--- config.mk ---
export PLATFORM = sky130hd
export DESIGN_NAME = ysyx_22050710_wb_queue_stage
export DESIGN_NICKNAME = d
export VERILOG_FILES = /design/src/rtl/ysyx_22050710_wb_queue_stage.sv
export SDC_FILE = /design/constraint.sdc
export NUM_CORES = 1
export LEC_CHECK = 0
export BUFFER_PORTS_ARGS = -buffer_cell sky130_fd_sc_hd__clkbuf_2
export CAP_MARGIN = 25
export CORE_AREA = 5 5 283 257
export DETAILED_ROUTE_END_ITERATION = 8
export DIE_AREA = 0 0 288 262
export PLACE_DENSITY = 0.73
export RECOVER_POWER = 50
export SLEW_MARGIN = 30
export SYNTH_ARGS = -nofsm -noshare
export SYNTH_HDL_FRONTEND = slang
export SYNTH_SLANG_ARGS = --single-unit
export TNS_END_PERCENT = 20
--- constraint.sdc ---
create_clock -name i_clk -period 6.02 [get_ports i_clk]
set_input_delay 0.903 -clock i_clk [delete_from_list [all_inputs] [get_ports i_clk]]
set_output_delay 0.903 -clock i_clk [all_outputs]
set_load 0.02 [all_outputs]
--- src/rtl/ysyx_22050710_wb_queue_stage.sv ---
// ============================================================================
// ysyx_22050710_wb_queue_stage : in-order WB retire queue with RF back-pressure,
// youngest-match GPR forwarding and CSR busy lookup. Option: WB_QUEUE_DEBUG_EN.
// Revision: 1.0
// ============================================================================
`default_nettype none

module ysyx_22050710_wb_queue_stage #(
  parameter int WORD_WD         = 64,
  parameter int GPR_ADDR_WD     = 5,
  parameter int CSR_ADDR_WD     = 12,
  parameter int DEPTH_LOG2      = 2,
  parameter int MS_TO_WS_BUS_WD = 2 + GPR_ADDR_WD + CSR_ADDR_WD + 2 * WORD_WD
`ifdef WB_QUEUE_DEBUG_EN
  ,
  parameter int DEBUG_BUS_WD    = 1 + 32 + 64 + 64 + 1 + 64
`endif
) (
  input  logic                       i_clk,
  input  logic                       i_rst,
  output logic                       o_ws_allowin,
  input  logic                       i_ms_to_ws_valid,
  input  logic [MS_TO_WS_BUS_WD-1:0] i_ms_to_ws_bus,
  input  logic                       i_rf_gpr_ready,
  input  logic                       i_rf_csr_ready,
  output logic                       o_gpr_wen,
  output logic [GPR_ADDR_WD-1:0]     o_gpr_waddr,
  output logic [WORD_WD-1:0]         o_gpr_wdata,
  output logic                       o_csr_wen,
  output logic [CSR_ADDR_WD-1:0]     o_csr_waddr,
  output logic [WORD_WD-1:0]         o_csr_wdata,
  input  logic [GPR_ADDR_WD-1:0]     i_ds_rs1,
  input  logic [GPR_ADDR_WD-1:0]     i_ds_rs2,
  input  logic [CSR_ADDR_WD-1:0]     i_ds_csr,
  output logic                       o_rs1_hit,
  output logic [WORD_WD-1:0]         o_rs1_data,
  output logic                       o_rs2_hit,
  output logic [WORD_WD-1:0]         o_rs2_data,
  output logic                       o_csr_busy
`ifdef WB_QUEUE_DEBUG_EN
  ,
  input  logic [DEBUG_BUS_WD-1:0]    i_debug_ms_to_ws_bus,
  output logic [DEBUG_BUS_WD-1:0]    o_debug_ws_to_rf_bus
`endif
);

  localparam int                  DEPTH     = 1 << DEPTH_LOG2;
  localparam logic [DEPTH_LOG2:0] DEPTH_CNT = (DEPTH_LOG2 + 1)'(DEPTH);

  // Incoming entry fields, MSB first: {gpr_wen, rd, gpr_data, csr_wen, csr, csr_data}
  logic                   w_in_gpr_wen;
  logic [GPR_ADDR_WD-1:0] w_in_rd;
  logic [WORD_WD-1:0]     w_in_gpr_data;
  logic                   w_in_csr_wen;
  logic [CSR_ADDR_WD-1:0] w_in_csr;
  logic [WORD_WD-1:0]     w_in_csr_data;

  assign w_in_gpr_wen  = i_ms_to_ws_bus[MS_TO_WS_BUS_WD-1];
  assign w_in_rd       = i_ms_to_ws_bus[MS_TO_WS_BUS_WD-2 -: GPR_ADDR_WD];
  assign w_in_gpr_data = i_ms_to_ws_bus[2*WORD_WD+CSR_ADDR_WD : WORD_WD+CSR_ADDR_WD+1];
  assign w_in_csr_wen  = i_ms_to_ws_bus[WORD_WD+CSR_ADDR_WD];
  assign w_in_csr      = i_ms_to_ws_bus[WORD_WD+CSR_ADDR_WD-1 : WORD_WD];
  assign w_in_csr_data = i_ms_to_ws_bus[WORD_WD-1:0];

  logic                   ent_gpr_wen_q  [DEPTH];
  logic [GPR_ADDR_WD-1:0] ent_rd_q       [DEPTH];
  logic [WORD_WD-1:0]     ent_gpr_data_q [DEPTH];
  logic                   ent_csr_wen_q  [DEPTH];
  logic [CSR_ADDR_WD-1:0] ent_csr_q      [DEPTH];
  logic [WORD_WD-1:0]     ent_csr_data_q [DEPTH];

  logic [DEPTH_LOG2-1:0]  head_q, head_d;
  logic [DEPTH_LOG2-1:0]  tail_q, tail_d;
  logic [DEPTH_LOG2:0]    count_q, count_d;

  logic w_retire;
  logic w_push;

  assign w_retire = (count_q != '0)
                  & (~ent_gpr_wen_q[head_q] | i_rf_gpr_ready)
                  & (~ent_csr_wen_q[head_q] | i_rf_csr_ready);
  assign o_ws_allowin = (count_q < DEPTH_CNT) | w_retire;
  assign w_push       = i_ms_to_ws_valid & o_ws_allowin;

  always_comb begin
    head_d  = head_q;
    tail_d  = tail_q;
    count_d = count_q;
    if (w_retire) head_d = head_q + DEPTH_LOG2'(1);
    if (w_push)   tail_d = tail_q + DEPTH_LOG2'(1);
    if (w_push && !w_retire)      count_d = count_q + (DEPTH_LOG2 + 1)'(1);
    else if (!w_push && w_retire) count_d = count_q - (DEPTH_LOG2 + 1)'(1);
  end

  always_ff @(posedge i_clk or posedge i_rst) begin
    if (i_rst) begin
      head_q  <= '0;
      tail_q  <= '0;
      count_q <= '0;
    end else begin
      head_q  <= head_d;
      tail_q  <= tail_d;
      count_q <= count_d;
    end
  end

  // Payload is deliberately unreset; validity is tracked purely by count_q.
  always_ff @(posedge i_clk) begin
    if (w_push) begin
      ent_gpr_wen_q[tail_q]  <= w_in_gpr_wen & (w_in_rd != '0);
      ent_rd_q[tail_q]       <= w_in_rd;
      ent_gpr_data_q[tail_q] <= w_in_gpr_data;
      ent_csr_wen_q[tail_q]  <= w_in_csr_wen;
      ent_csr_q[tail_q]      <= w_in_csr;
      ent_csr_data_q[tail_q] <= w_in_csr_data;
    end
  end

  assign o_gpr_wen   = w_retire & ent_gpr_wen_q[head_q];
  assign o_gpr_waddr = ent_rd_q[head_q];
  assign o_gpr_wdata = ent_gpr_data_q[head_q];
  assign o_csr_wen   = w_retire & ent_csr_wen_q[head_q];
  assign o_csr_waddr = ent_csr_q[head_q];
  assign o_csr_wdata = ent_csr_data_q[head_q];

  // Walk oldest to youngest so later matches overwrite earlier ones.
  always_comb begin
    logic [DEPTH_LOG2-1:0] idx;
    idx        = '0;
    o_rs1_hit  = 1'b0;
    o_rs1_data = '0;
    o_rs2_hit  = 1'b0;
    o_rs2_data = '0;
    o_csr_busy = 1'b0;
    for (int k = 0; k < DEPTH; k++) begin
      idx = head_q + DEPTH_LOG2'(k);
      if ((DEPTH_LOG2 + 1)'(k) < count_q) begin
        if (ent_gpr_wen_q[idx] && (ent_rd_q[idx] == i_ds_rs1) && (i_ds_rs1 != '0)) begin
          o_rs1_hit  = 1'b1;
          o_rs1_data = ent_gpr_data_q[idx];
        end
        if (ent_gpr_wen_q[idx] && (ent_rd_q[idx] == i_ds_rs2) && (i_ds_rs2 != '0)) begin
          o_rs2_hit  = 1'b1;
          o_rs2_data = ent_gpr_data_q[idx];
        end
        if (ent_csr_wen_q[idx] && (ent_csr_q[idx] == i_ds_csr)) begin
          o_csr_busy = 1'b1;
        end
      end
    end
  end

`ifdef WB_QUEUE_DEBUG_EN
  logic [DEBUG_BUS_WD-1:0] ent_dbg_q [DEPTH];

  always_ff @(posedge i_clk) begin
    if (w_push) ent_dbg_q[tail_q] <= i_debug_ms_to_ws_bus;
  end

  // Gating the valid bit with retire gives one difftest commit per instruction.
  assign o_debug_ws_to_rf_bus = {ent_dbg_q[head_q][DEBUG_BUS_WD-1] & w_retire,
                                 ent_dbg_q[head_q][DEBUG_BUS_WD-2:0]};
`endif

endmodule

`default_nettype wire

### Word level (Yosys, flattened, before mapping)

Memory sizes are Yosys's and may differ from the RTL's.
Index checks and enable logic that the tools add are counted.

| operators by class | value |
|---|---|
| $add $sub $neg | 6 |
| $lt $le $gt $ge | 5 |
| equal/unequal tests | 12 |
| mux-type cells | 44 |
| bitwise gates (word level) | 11 |
| reduce and logical (&&, ||, !) cells | 29 |

Operators with widths:

| kind | number |
|---|---|
| $mux W64 | 16 |
| $eq A12 B12 Y1 | 4 |
| $eq A5 B5 Y1 | 8 |
| $mux W1 | 26 |
| $logic_and A1 B1 Y1 | 22 |
| $reduce_bool A5 Y1 | 3 |
| $and A1 B1 Y1 | 6 |
| $lt A1 B3 Y1 const A | 2 |
| $lt A2 B3 Y1 const A | 2 |
| $mux W3 | 2 |
| $add A2 B1 Y2 const B | 2 |
| $add A2 B2 Y2 const B | 2 |
| $add A3 B1 Y3 const B | 1 |
| $lt A3 B3 Y1 const B | 1 |
| $or A1 B1 Y1 | 3 |
| $reduce_bool A3 Y1 | 1 |
| $sub A3 B1 Y3 const B | 1 |
| $logic_not A1 Y1 | 2 |
| $not A1 Y1 | 2 |
| $reduce_bool A2 Y1 | 1 |

| word-level totals | value |
|---|---|
| register bits after elaboration | 7 |
| RAM bits | 588 |
| input port bits | 174 |
| word-level logic and storage cells | 116 |
| memories kept | 6 |

Memory list:

| name | depth | width | read ports | clocked after Yosys merged registers in | wr ports | line | RTL |
|---|---|---|---|---|---|---|---|
| ent_csr_data_q | 4 | 64 | 1 | 0 | 1 | 70 | `logic [WORD_WD-1:0] ent_csr_data_q [DEPTH];` |
| ent_gpr_data_q | 4 | 64 | 4 | 0 | 1 | 67 | `logic [WORD_WD-1:0] ent_gpr_data_q [DEPTH];` |
| ent_csr_q | 4 | 12 | 4 | 0 | 1 | 69 | `logic [CSR_ADDR_WD-1:0] ent_csr_q [DEPTH];` |
| ent_rd_q | 4 | 5 | 4 | 0 | 1 | 66 | `logic [GPR_ADDR_WD-1:0] ent_rd_q [DEPTH];` |
| ent_csr_wen_q | 4 | 1 | 4 | 0 | 1 | 68 | `logic ent_csr_wen_q [DEPTH];` |
| ent_gpr_wen_q | 4 | 1 | 4 | 0 | 1 | 65 | `logic ent_gpr_wen_q [DEPTH];` |

### Longest topological paths before layout

Gate-level depths: netlist of the first run.
An unclocked memory read counts as a cell.

| logic depth | value |
|---|---|
| depth in word-level cells | 12 |
| depth in mapped cells | 14 |

### Worst setup path after synthesis of the first run

No wires, ideal clock.

| path | value |
|---|---|
| path kind | reg2reg |
| from | reg head_q[1] |
| to | mem ent_csr_data_q[0][0] (enable) |
| arrival time | 5.464 ns |
| data required time | 5.495 ns |
| slack | 0.031 ns |
| stages on the path, launching flop included | 10 |
| period minus slack after synthesis | 5.989 ns |
| path through | dfrtp_1 > buf_6 > buf_6 > buf_6 > buf_6 > mux2_2 > mux2i_1 > o221ai_1 > nand2_1 > and3_1 |

| between the ends | value |
|---|---|
| longest elaborated chain between the ends | 9 |
| elaborated cells on any way between the ends | 12 |
| classes of those cells | mux (2); bitwise (8); memory (2) |

RTL lines:

| item | line | RTL |
|---|---|---|
| start, declared | 72 | `logic [DEPTH_LOG2-1:0] head_q, head_d;` |
| start signal, assigned | 97 | `head_q <= '0;` |
| start signal, assigned | 101 | `head_q <= head_d;` |
| $mem_v2 Z4 W1 | n/a |  |
| $not A1 Y1 | 80 | `& (~ent_gpr_wen_q[head_q] \| i_rf_gpr_ready)` |
| $or A1 B1 Y1 | 80 |  |
| $and A1 B1 Y1 | 80 |  |
| $and A1 B1 Y1 (*) | 81 | `& (~ent_csr_wen_q[head_q] \| i_rf_csr_ready);` |
| $or A1 B1 Y1 (*) | 82 | `assign o_ws_allowin = (count_q < DEPTH_CNT) \| w_retire;` |
| via o_ws_allowin | 21 | `output logic o_ws_allowin,` |
| $and A1 B1 Y1 (*) | 83 | `assign w_push = i_ms_to_ws_valid & o_ws_allowin;` |
| $mux W1 (*) | 109 | `if (w_push) begin` |
| $mux W1 (implied by the code) (*) | 115 | `ent_csr_data_q[tail_q] <= w_in_csr_data;` |
| end, declared | 70 |  |

Mark *: on every way through the listed nets, which the timed path passes. The rest lies on a longest branch.

### Worst setup path in the final report of the first run

| path | value |
|---|---|
| from | reg head_q[0] |
| to | out o_rs1_data[62] |

| between the ends | value |
|---|---|
| longest elaborated chain between the ends | 12 |
| elaborated cells on any way between the ends | 26 |
| classes of those cells | add/sub (3); eq/ne (4); mux (8); reduce/logical (8); memory (3) |

RTL lines:

| item | line | RTL |
|---|---|---|
| parallel branches: the longest is 11 deep, another holds $mem_v2 Z4 W5 | n/a |  |
| $mux W64 (*) | 137 | `if ((DEPTH_LOG2 + 1)'(k) < count_q) begin` |
| end, declared | 36 | `output logic [WORD_WD-1:0] o_rs1_data,` |

Mark *: on every way between the ends.

==> out/results.ini, run 1 <==
[logic_synthesis]
yosysSeqAreaShare_pct=55.1
synth_xor_area_share_pct=2.55
synth.area.top_cells=edfxtp_1 55%, mux4_2 9.3%, mux2i_1 8.8%, nor2_1 3.8%, mux2_2 3.7%
ys_seq_elements=595
synth_nets=2645
synth_compound_area_share_pct=9.65
synthSimpleGateAreaFrac_pct=7.14
synth_fa_ha_area_share_pct=0.348
synth_edf_count=588
ys_top_cells_by_count=588 x edfxtp_1, 326 x nor2_1, 284 x mux2i_1
synth.most_common_cell=edfxtp_1
synth_mux_area_share_pct=21.9
synthArstFlopShare_pct=1.18
synthCells=2462
ys.flop_type=edfxtp_1
yosysTopAreaCellShare_pct=54.6
yosys.area.top_type=edfxtp_1
synth_cell_type_count=49
synth_area_per_cell_um2=13.1
synth_top_family_by_area=multiplexers
syn_area_um2=32300
ys.warnings.count=0

[run_status]
failed_checks=capacitance limit, slew limit
status=finished with violations

[global_route]
grt_pass1_vias=23447
grt_pass1_wl_um=140000
antenna_found_initial=15
grt_max_degree=191
grt_use_total_pct=23.9
overflow=0

[cells_and_area]
ff_latch_area_um2=17800
drive_gt1_share_pct=26.4
n_fill_cell=5796
instances_no_fill=3810
nets=2993
multi_input_area_um2=13500
areaGrowthSynthToFinish_pct=15.3

[setup_path]
critPathArrivalTime_ns=4.81
crit_required_ns=5.12
start_kind=register
crit_type=register to output pin
cp-end-kind=output pin
critical-path-max-stage-delay_ns=1.00
critPathBufInv=3
cp_slowest_cell=dfrtp_4
cp_cell_sequence=inv_8 > mux2_2 > xor2_1 > nand2_1 > nor4_4 > buf_4 > nor3_1 > a211oi_1 > clkbuf_2
path_delay_family=buffers and inverters
worstPathMaxFanout=61

[clocking]
clk_pin_slew_worst_paths_ns=0.06
tritoncts=done
post_cts_resized=0
ctsHoldBuffers=0
cts_made_buffers=61
postCtsSetupBuffers=0
root_buffer=clkbuf_16
htreeDepth=2
cts_buffer_depth=3
cts.sinks=595
clkLatencyLatePin_ns=0.65

[flow_run]
drv_cap=6

[routing]
first_pass_iters=6
viasPerCell=6.08
num_vias=23170
wirelength_um=93300
drcViolationCount=0
first_iter_violations=2228
ant_nets=0
post_drt_wl_per_cell_um=24.5

[min_path]
hp-class=primary input to asynchronous set/reset pin

[placed_design]
io_buffers=452
hpwl_um=60800
routabilityCongestion=0.926
post-place-cells=3685

[timing]
drv_slew=367
maxClockFrequency_mhz=175
fin_crit_ns=5.71
fin_tns_setup_ns=0
worst_pin_slew_ns=2.74
relSlewSlack_pct=-82.6
hold_viol_final=0
rsz0062_at_grt=no
setup_viol=0
clock-skew-final_ns=0.0366
period_share_pct=94.9

[power_and_ir_drop]
power_per_cell_area_nw_per_um2=522
peakVddDrop_mv=0.393
p_leak_nw=13.3

[floorplan]
fp.dieH_um=262
start_util_pct=46.5
die_area_um2=75500
placementRows=92
io_pins=453
core_um2=69500
die_x_um=288

layer usage:
layer	up-vias	wire [µm]	GRT usage, %	part of all wire, %
met1	11482	36400	30.3	39
met5	-	102	0	0.11
met3	232	9620	7.31	10
met4	16	2490	7.62	2.7
met2	1236	44700	39.8	48
li1	10204	-	-	-
area by class of cell:
class	count	share of cell area, %
Inverter	11	0.131
Multi-Input combinational cell	1648	36.2
Sequential cell	595	47.8
Clock buffer	65	4.13
Tap cell	940	3.15
Clock inverter	51	1.50
Timing Repair Buffer	493	7.00
Antenna cell	7	0.0470
where the power goes:
group	internal (mW)	leakage, nW	switching, mW
combinational	3.59	6.86	6.10
clock	2.26	1.03	1.61
sequential	5.48	5.45	0.430
total	11.3	13.3	8.14
cells by family (layout without fill, tap and decap cells):
family                   Yosys count  in the layout
flip-flops                       595            595
AND/OR/NAND/NOR                  553            553
multiplexers                     526            526
AO/OA/AOI/OAI                    466            466
buffers and inverters            219            620
XOR/XNOR                          94             94
adder cells (fa/ha/maj)            9              9
other                              0              7
flip-flops by register name (all words and copies together), names as in the netlist:
signal,flops
head_q,2
count_q,3
ent_rd_q,20
ent_gpr_data_q,256
ent_csr_wen_q,4
ent_csr_q,48
ent_csr_data_q,256
ent_gpr_wen_q,4
tail_q,2
stage by stage:
step | power [mW] | hold slack [ns] | area [µm²] | util (%) | setup WS [ns]
floorplan | 13.0 | 0.533 | 32300 | - | 0.0306
global placement | 15.4 | 0.571 | 35300 | 50.8 | 0.864
detailed placement | 15.6 | 0.601 | 35400 | 50.8 | 0.865
CTS | 19.5 | 0.177 | 37500 | 53.9 | 0.364
global route | 20.5 | 0.197 | 37300 | 53.6 | 0.101
finish | 19.5 | 0.199 | 37300 | 53.6 | 0.308
final timing paths:
check / slack (ns) / start / to / depth (start not counted)
worst max-delay path: 0.31 / head_q[0] / o_rs1_data[62] / 9
worst min-delay path: 0.20 / i_rst / head_q[0] / 2
worst max register to register: 0.60 / head_q[1] / ent_gpr_data_q[1][9] / 7
worst min register to register: 0.60 / count_q[0] / count_q[0] / 1
max in group asynchronous: 5.56 / i_rst / head_q[1] / 2
min in group i_clk: 0.50 / i_ms_to_ws_bus[12] / ent_csr_data_q[2][12] / 1
cell usage in the layout (no fill, tap or decap), types with 7 or more instances in the layout:
master and n:
and3_1 7, nand4_1 8, mux4_2 133, clkinv_2 18, mux2i_1 284, clkbuf_1 158
nor4_1 8, xor2_1 43, buf_12 15, clkinv_1 12, edfxtp_1 588, ha_1 9
nand2_1 109, mux2_2 107, diode_2 7, o21ai_0 151, bufinv_16 9, xnor2_1 51
a211oi_2 59, a31oi_1 64, nor2_1 326, o21ai_1 18, nor3_1 64, clkbuf_16 61
buf_4 17, inv_1 10, a21oi_1 80, o2bb2ai_1 16, clkbuf_2 300, a211oi_1 65
Power figures use the tool's default switching activity.
==> run 2: changes to the inputs <==
Settings changed: CELL_PAD_IN_SITES_DETAIL_PLACEMENT set to 0, CELL_PAD_IN_SITES_GLOBAL_PLACEMENT set to 1, CORE_AREA 5 5 283 257 to 5 5 296 269, DIE_AREA 0 0 288 262 to 0 0 301 274, GPL_TIMING_DRIVEN set to 0, PLACE_DENSITY 0.73 to 0.79.
==> out/results.ini, run 2 (same netlist as run 1, synthesis figures left out) <==
[global_route]
overflow=0  ; unchanged
grt_max_degree=38  ; -80%
grt_pass1_wl_um=166000  ; +19%
grt_use_total_pct=27.0  ; +3.1 points
antenna_found_initial=20  ; +5
grt_pass1_vias=24832  ; +5.9%

[clocking]
cts_buffer_depth=3  ; unchanged
clkLatencyLatePin_ns=0.62  ; -0.03 ns
cts_made_buffers=67  ; +9.8%
cts.sinks=595  ; unchanged
root_buffer=clkbuf_16
clk_pin_slew_worst_paths_ns=0.06  ; about the same
tritoncts=done
htreeDepth=3  ; +1
postCtsSetupBuffers=0  ; unchanged

[placed_design]
routabilityCongestion=0.906  ; -2.1%
hpwl_um=83400  ; +37%
io_buffers=442  ; -2.2%
placed_area_um2=36300  ; +2.6%

[cells_and_area]
areaGrowthSynthToFinish_pct=18.5
final_cell_mix=588 x edfxtp_1, 326 x nor2_1, 300 x clkbuf_2, 284 x mux2i_1, 256 x clkbuf_1
final_cell_area_um2=38300  ; +2.8%
fin_util_pct=50.5  ; -3.1 points
nets=3174  ; +6.0%
top_regs=ent_csr_data_q x256, ent_gpr_data_q x256, ent_csr_q x48
drive_gt1_share_pct=26.7  ; +0.31 points
mostFrequentLayoutCell=edfxtp_1

[setup_path]
crit_type=register to output pin
worstReg2RegStart=head_q[1]
startpoint=head_q[0]
critPathArrivalTime_ns=4.97  ; +0.16 ns
ff2ff_setup_slack_ns=1.69  ; +1.09 ns
crit_required_ns=5.12  ; about the same
worstPathMaxFanout=10  ; -84%
crit_end=o_rs2_data[63]
cp-end-kind=output pin
start_kind=register
reg2reg_to=ent_csr_data_q[1][51]
reg2reg_depth=12  ; +5

[flow_run]
drv_cap=0  ; -6

[power_and_ir_drop]
finalPower_mw=20.7  ; +6.2%
power_per_cell_area_nw_per_um2=540  ; +3.3%
peakVddDrop_mv=0.368  ; -6.3%
p_leak_nw=13.8  ; +3.3%

[timing]
hold_viol_final=0  ; unchanged
setup_viol=0  ; unchanged
drv_slew=0  ; -100%
fin_tns_setup_ns=0  ; unchanged
rsz0062_at_grt=yes
worst_pin_slew_ns=1.06  ; -1.68 ns
clock-skew-final_ns=0.0277  ; -0.00890 ns
period_share_pct=97.6  ; +2.7 points
relSlewSlack_pct=29.4  ; +110 points
fin_crit_ns=5.88  ; +0.163 ns
fin_hold_ws_ns=0.193  ; -0.00637 ns
maxClockFrequency_mhz=170  ; -2.8%

[routing]
num_vias=24742  ; +6.8%
viasPerCell=6.06  ; -0.40%
first_iter_violations=2592  ; +16%
ant_nets=0  ; unchanged
drcViolationCount=0  ; unchanged
first_pass_iters=7  ; +1
wirelength_um=116000  ; +24%
post_drt_wl_per_cell_um=28.3  ; +16%

[floorplan]
fp.dieH_um=274  ; +4.6%
die_x_um=301  ; +4.5%
io_pins=453  ; unchanged
placementRows=96  ; +4.3%
start_util_pct=42.6  ; -3.9 points
die_area_um2=82500  ; +9.3%
core_um2=75900  ; +9.2%

[min_path]
hp-class=primary input to asynchronous set/reset pin

[run_status]
status=finished clean

[run 2: cell types whose count changed in the layout (fill, tap and decap cells not counted), sizes merged]
| cell | before | now |
|---|---|---|
| buf | 37 | 123 |
| clkinv | 35 | 23 |
| diode | 7 | 16 |
| clkinvlp | 4 | 7 |
| clkbuf | 521 | 625 |
| bufinv | 9 | 5 |
[run 2: critical path, stage by stage (launching register included)]
cell      delay, ns
dfrtp_1        0.38
buf_6          0.16
inv_1          0.12
buf_2          0.38
mux2i_2        0.34
mux2_2         0.37
nor3_1         0.22
and3_1         0.21
clkbuf_1       0.77
clkbuf_1       0.71
nand2_1        0.11
o21ai_1        0.31
clkbuf_2       0.27
[run 2: area by class of cell]
class | instances | area [µm²]
fill | 6651 | 37600
antenna | 16 | 40.0
tap | 1029 | 1290
inverter | 11 | 41.3
timing repair buffer | 460 | 2420
sequential | 595 | 17800
clock buffer | 80 | 1750
clock inverter | 38 | 454
multi-input combinational | 1648 | 13500
buffer | 208 | 1030
[run 2: worst min path at each step]
stage | depth (start not counted) | slack, ns | start | to
4_1_cts | 2 | 0.17 | i_rst | tail_q[0]
2_1_floorplan | 2 | 0.53 | count_q[1] | count_q[1]
3_5_place_dp | 2 | 0.60 | count_q[1] | count_q[1]
6_report | 2 | 0.19 | i_rst | tail_q[0]
3_3_place_gp | 2 | 0.56 | count_q[1] | count_q[1]
5_1_grt | 2 | 0.20 | i_rst | count_q[2]
[run 2: power by group]
group,switching (mW),total [mW],internal [mW]
Combinational,7.06,10.9,3.85
Sequential,0.280,5.72,5.44
Clock,1.73,4.05,2.32
Total,9.07,20.7,11.6
[run 2: routing by layer]
metal  GRT usage (%)  vias up  share of wire, %
li1                -    10597                 -
met3            9.22      281                12
met5               0        -             0.081
met2            42.9     1483                46
met1            34.4    12365                38
met4            10.8       16               4.0
[run 2: through the flow]
| stage | cells | setup WS [ns] |
|---|---|---|
| 6_report | 4085 | 0.144 |
| 5_1_grt | 4078 | -0.0268 |
| 4_1_cts | 4069 | 0.0326 |
| 3_5_place_dp | 3951 | 0.391 |
| 3_3_place_gp | 3933 | -3.83 |
| 2_1_floorplan | 2462 | 0.0306 |
[run 2: repair_timing]
action	CTS	global route
endpoints found under the setup margin	1	7
hold buffers	0	0
gates resized for setup	1	4
